--- config.mk ---
export PLATFORM = sky130hd
export DESIGN_NAME = alu_arbiter
export DESIGN_NICKNAME = d
export VERILOG_FILES = /design/src/rtl/alu_arbiter.sv
export SDC_FILE = /design/constraint.sdc
export NUM_CORES = 1
export LEC_CHECK = 0
export BUFFER_PORTS_ARGS = -buffer_cell sky130_fd_sc_hd__buf_2
export CORE_MARGIN = 4
export CORE_UTILIZATION = 32
export DETAILED_ROUTE_END_ITERATION = 16
export PLACE_DENSITY = 0.67
export SLEW_MARGIN = 30
export SYNTH_ARGS = -nofsm -noshare
export SYNTH_HDL_FRONTEND = slang
export SYNTH_SLANG_ARGS = --single-unit
--- constraint.sdc ---
create_clock -name clk -period 1.39 [get_ports clk]
set_input_delay 0 -clock clk [delete_from_list [all_inputs] [get_ports clk]]
set_output_delay 0 -clock clk [all_outputs]
set_load 0.1 [all_outputs]
--- src/rtl/alu_arbiter.sv ---
// Two-requester front end for the shared 32-bit ALU: valid/ready request channels,
// one op in flight, registered operands and result. Build macro: ALU_ARB_RR_EN (round-robin).
module alu_arbiter #(
  parameter int DATA_W = 32
) (
  input  logic              clk,
  input  logic              rst_n,
  input  logic              req0_valid,
  output logic              req0_ready,
  input  logic [DATA_W-1:0] req0_a,
  input  logic [DATA_W-1:0] req0_b,
  input  logic [3:0]        req0_ctrl,
  input  logic              req1_valid,
  output logic              req1_ready,
  input  logic [DATA_W-1:0] req1_a,
  input  logic [DATA_W-1:0] req1_b,
  input  logic [3:0]        req1_ctrl,
  output logic              rsp0_valid,
  input  logic              rsp0_ready,
  output logic [DATA_W-1:0] rsp0_result,
  output logic              rsp0_zero,
  output logic              rsp1_valid,
  input  logic              rsp1_ready,
  output logic [DATA_W-1:0] rsp1_result,
  output logic              rsp1_zero,
  output logic [DATA_W-1:0] alu_first_operand,
  output logic [DATA_W-1:0] alu_second_operand,
  output logic [3:0]        alu_control,
  input  logic [DATA_W-1:0] alu_result,
  input  logic              alu_zero
);

  typedef enum logic [1:0] {IDLE, EXEC, RESP} state_e;

  state_e            state_q;
  logic              owner_q;
  logic [DATA_W-1:0] a_q, b_q, result_q;
  logic [3:0]        ctrl_q;
  logic              zero_q;

  logic              grant1;
  logic              hs0, hs1;
  logic [DATA_W-1:0] a_d, b_d;
  logic [3:0]        ctrl_d;
  logic              rsp_take;

`ifdef ALU_ARB_RR_EN
  logic last_grant_q;
  // req1 wins a tie only when req0 was served last.
  assign grant1 = req1_valid & (~req0_valid | ~last_grant_q);
`else
  assign grant1 = req1_valid & ~req0_valid;
`endif

  assign hs0 = (state_q == IDLE) & req0_valid & ~grant1;
  assign hs1 = (state_q == IDLE) & grant1;

  // Readys are forced low while reset is held, without pulling rst_n into any flop's data path.
  assign req0_ready = hs0 & rst_n;
  assign req1_ready = hs1 & rst_n;

  assign a_d    = hs1 ? req1_a    : req0_a;
  assign b_d    = hs1 ? req1_b    : req0_b;
  assign ctrl_d = hs1 ? req1_ctrl : req0_ctrl;

  assign rsp_take = owner_q ? rsp1_ready : rsp0_ready;

  assign rsp0_valid  = (state_q == RESP) & ~owner_q;
  assign rsp1_valid  = (state_q == RESP) &  owner_q;
  assign rsp0_result = result_q;
  assign rsp1_result = result_q;
  assign rsp0_zero   = zero_q;
  assign rsp1_zero   = zero_q;

  assign alu_first_operand  = a_q;
  assign alu_second_operand = b_q;
  assign alu_control        = ctrl_q;

  // NOTE: sequential state uses non-blocking assignments so every register samples pre-edge values.
  always_ff @(posedge clk or negedge rst_n) begin
    if (!rst_n) begin
      state_q  <= IDLE;
      owner_q  <= 1'b0;
      a_q      <= '0;
      b_q      <= '0;
      ctrl_q   <= 4'b0010;
      result_q <= '0;
      zero_q   <= 1'b0;
    end else begin
      case (state_q)
        IDLE: begin
          if (hs0 | hs1) begin
            a_q     <= a_d;
            b_q     <= b_d;
            ctrl_q  <= ctrl_d;
            owner_q <= hs1;
            state_q <= EXEC;
          end
        end
        EXEC: begin
          result_q <= alu_result;
          zero_q   <= alu_zero;
          state_q  <= RESP;
        end
        RESP: begin
          if (rsp_take) state_q <= IDLE;
        end
        default: state_q <= IDLE;
      endcase
    end
  end

`ifdef ALU_ARB_RR_EN
  always_ff @(posedge clk or negedge rst_n) begin
    if (!rst_n) begin
      last_grant_q <= 1'b1;
    end else if (state_q == RESP && rsp_take) begin
      last_grant_q <= owner_q;
    end
  end
`endif

endmodule

Yosys cells after proc, flatten, opt, wreduce, memory -nomap -nowiden
Cells that the tools add are included.
{"block": "classes", "eq_ne": 4, "muxes": 7, "n_bitwise": 12, "reduce_logical": 3}
{"op": "32-bit 2-to-1 mux", "n": 2}
{"op": "1-bit AND", "n": 8}
{"op": "2-bit case mux with 3 select lines", "n": 1}
{"op": "2-bit 2-to-1 mux", "n": 2}
{"op": "4-bit 2-to-1 mux", "n": 1}
{"op": "2-bit AND reduction", "n": 2}
{"op": "1-bit inverter", "n": 3}
{"op": "2-bit by 1-bit equality test with 1-bit output, second input constant", "n": 1}
{"op": "2-bit equality test, second input constant", "n": 1}
{"op": "2-bit zero test", "n": 1}
{"op": "2-bit by 1-bit != test with 1-bit output, second input constant", "n": 1}
{"op": "2-bit != test, second input constant", "n": 1}
{"op": "1-bit 2-to-1 mux", "n": 1}
{"op": "1-bit bitwise OR", "n": 1}
{"block": "totals", "ff_bits": 104, "in_bits": 175, "out_inout_bits": 138, "word_cells": 33}

Logic depth before layout (Yosys ltp)
{"block": "depth", "depth_word": 7, "ltp_mapped": 6, "mapped_depth_nobuf": 4}

Least setup slack after synthesis
OpenSTA, ideal clock, no wires.
{"block": "synth_path", "kind": "reg-to-output", "startpoint": "reg state_q[1]", "endpoint": "out req1_ready", "t_arrival_ps": 1904, "required_ps": 1390, "setup_slack_ps": -514, "stages_incl_launch_ff": 5, "n_path_buf": 2, "cell_sequence": "dfrtp_1 nor4b_4 buf_4 buf_4 and2_1"}
{"block": "synth_via", "elab_chain_len": 3}
{"element": "from (decl)", "line": "35", "source": "state_e state_q;"}
{"element": "from (signal assigned)", "line": "82", "source": "state_q <= IDLE;"}
{"element": "from (signal assigned)", "line": "97", "source": "state_q <= EXEC;"}
{"element": "from (signal assigned)", "line": "103", "source": "state_q <= RESP;"}
{"element": "2-bit zero test", "line": "56", "source": "assign hs1 = (state_q == IDLE) & grant1;"}
{"element": "1-bit AND", "line": "56"}
{"element": "1-bit AND", "line": "60", "source": "assign req1_ready = hs1 & rst_n;"}
{"element": "to (decl)", "line": "14", "source": "output logic req1_ready,"}
No other way between the ends.

Worst setup path after layout
{"block": "layout_path", "startpoint": "reg state_q[0]", "endpoint": "out req1_ready"}
The elaborated chain is that of the path after synthesis.

==> impl_results.md <==
* Outcome: complete, but fails checks
* Failing checks: setup timing
* Sequential area share after synthesis at between 50 and 60%
* Crit path capture type: primary output
* DR vias at just under 5000
* Die H at approximately 130 um
* Yosys Warn Count at 0
* Hold Crit Class: input pin to register
* Antenna violations before repair at 1
* Reg2reg end: alu_second_operand[11]
* Synthesized area at 0.00464 mm^2
* Setup violators final at ~100
* RSZ-0062 raised after global routing: yes
* Final WS setup at -158 ps
* Req. time, crit path at between 1000 and 1500 ps
* Slew headroom at between 50% and 60%
* H-tree depth at 3
* Starting density of the core at 33.0%
* Overall routing resource usage at a little over a fifth
* Critical path launch point: state_q[0]
* Largest area contributor in the netlist: dfrtp_1
* Post-detailed-routing wire length at ~19000 um
* Insertion delay to the later sink of the worst-skew pair at 340 ps
* Clock skew at 8.34 ps
* Final Net Count at 982
* Crit path largest cell delay at ~450 ps
* First-pass GRT wire length at between 20000 and 30000 um
* Worst path slowest cell: dfrtp_2
* Die W at ~130 um
* Most frequent cells in the layout: buf_2 (307), dlygate4sd3_1 (161), dfrtp_1 (101)
* Root buf cell: clkbuf_16
* CTS buffer count at 9
* Final Hold Vio Count at 0
* Area grow syn2layout at 85.9%
* Commonest non-fill, non-tap cell in the layout: buf_2
* Critical Path Start Type: register
* CTS tree: built
* Cell variety after synth at 21
* DP Cell Count at about 800
* Post-Syn Area per Cell at around 13 um^2
* Die ar. at between 0.015 and 0.02 mm^2
* Leading cell types by total area after synthesis: dfrtp_1 (56%), a221o_1 (10%), mux2_2 (8.3%)
* Wire length per cell at between 15 and 20 um
* HPWL after DPL at about 11000 um
* Detailed-route vias per instance at slightly below 5
* Register bit count reported by yosys at about 100
* # DRC at 0
* R2r startpoint: state_q[0]
* GP Congestion at between 0.7 and 0.8
* Slew @ Worst Pin at between 600 and 700 ps
* Finished Layout Cells at roughly 1000
* Clock transition at the registers of the reported paths at 70 ps
* CTS max path bufs at 2
* Core footprint at 0.0140 mm^2
* CP Cell Sequence: nor4b_4 > buf_6 > and2_4 > buf_12
* Fmax at 0.646 GHz
* Worst Path Max Fanout at 3
* Grt ovf at 0
* Number of cell rows at 43
* R2R depth at 5
* Worst setup path endpoint: req1_ready
* R2r setup slk at -120 ps
* Maxcap violations at 0
* Fin crit share at 111%
* Port bufs at ~310
* Vias in the first global route at approximately 5200
* Final worst path period need at 1550 ps
* Sink Count at between 100 and 150
* Largest net degree at the start of global routing at 56
* Layout cells sized above 1 at 53.1%
* Drt initial violations at between 200 and 300
* ANT nets after route at 0
* Gate Count Post-Synth at around 350
* Final Max Tran Viols at 0
* Drt first pass iters at 5
* Synth top area share at between 50% and 60%
* Mapped Nets at around 530
* CP arrival at 1550 ps
* I/O pins at approximately 310
* Worst Path Class, Setup: register to primary output
-- worst min-delay path by stage --
stage,start,endpoint,slack [ps],cells after the start
after floorplan,rst_n,alu_control[0],-300,0
after global placement,rst_n,alu_second_operand[20],50,2
after detailed placement,rst_n,owner_q,50,2
after CTS,req1_a[5],alu_first_operand[5],3,3
after global routing,req0_b[21],alu_second_operand[21],2,3
final,req0_a[24],alu_first_operand[24],6,3
-- state kept, by name, summed over array words and instances, names as in the netlist --
register,flops
owner_q,1
alu_second_operand,32
rsp0_zero,1
alu_control,4
alu_first_operand,32
state_q,2
rsp0_result,32
-- worst max-delay path, delay by kind of cell (launching register included) --
family | cells | cell delay, ps
simple gates | 2 | 440
flops | 1 | 450
buf+inv | 2 | 310
-- layer usage --
metal  global-route usage, %  routed length [um]  vias up
met5                       0                   0        -
met4                    9.80                 612        0
met3                    5.31                1600       46
met2                    39.4                9850      297
met1                    22.7                6440     2357
li1                        -                   -     2214
-- logic make-up after synthesis --
logic type | Yosys count | synth area share (%)
buf+inv | 66 | 9.07
simple gates | 79 | 11.0
compound gates | 71 | 15.5
flops | 104 | 56.2
mux | 34 | 8.26
-- what timing repair did --
item                                    in CTS  in global routing
hold buffers                               161                  0
pin swaps                                    3                  0
endpoints found under the setup margin      65                105
setup buffers                                9                  2
cloned                                       5                  3
endpoints found under the hold margin      207                  0
resized for setup                           16                  6
-- synthesized netlist by cell type --
cell type / instances
and2_1: 1
nand2_2: 1
mux2_2: 34
o21ai_0: 1
dfstp_2: 1
buf_4: 41
nand2b_1: 22
inv_1: 2
a21oi_1: 2
nor4b_4: 1
dfrtp_1: 103
buf_2: 9
or2_2: 1
clkbuf_1: 13
and3_1: 49
nand2_1: 1
buf_6: 1
o221a_2: 20
a221o_1: 48
nor2_4: 1
nor2_1: 2
-- through the flow --
stage	cell area, um^2	setup TNS (ps)	hold WS [ps]	utilization, %	setup slack, ps
after CTS	8490	-5970	2.93	60.5	-193
after floorplan	4660	-394	-296	-	-227
after global routing	8620	-12820	2.19	61.4	-239
after detailed placement	6300	-1380	46.0	44.9	-57.4
final	8620	-6770	5.90	61.4	-158
after global placement	6300	-247	51.9	44.9	-12.8
-- layout make-up --
| type | count | area (um^2) |
|---|---|---|
| sequential | 104 | 2610 |
| antenna | 3 | 7.51 |
| clock inverter | 4 | 73.8 |
| clock buffer | 12 | 267 |
| fill | 1037 | 5420 |
| inverter | 2 | 7.51 |
| tap | 180 | 225 |
| timing repair buffer | 506 | 3750 |
| multi-input combinational | 184 | 1680 |
Power is left out: the tool's default activity adds up to more than one toggle a clock period on the data nets, which glitch-free logic cannot reach.
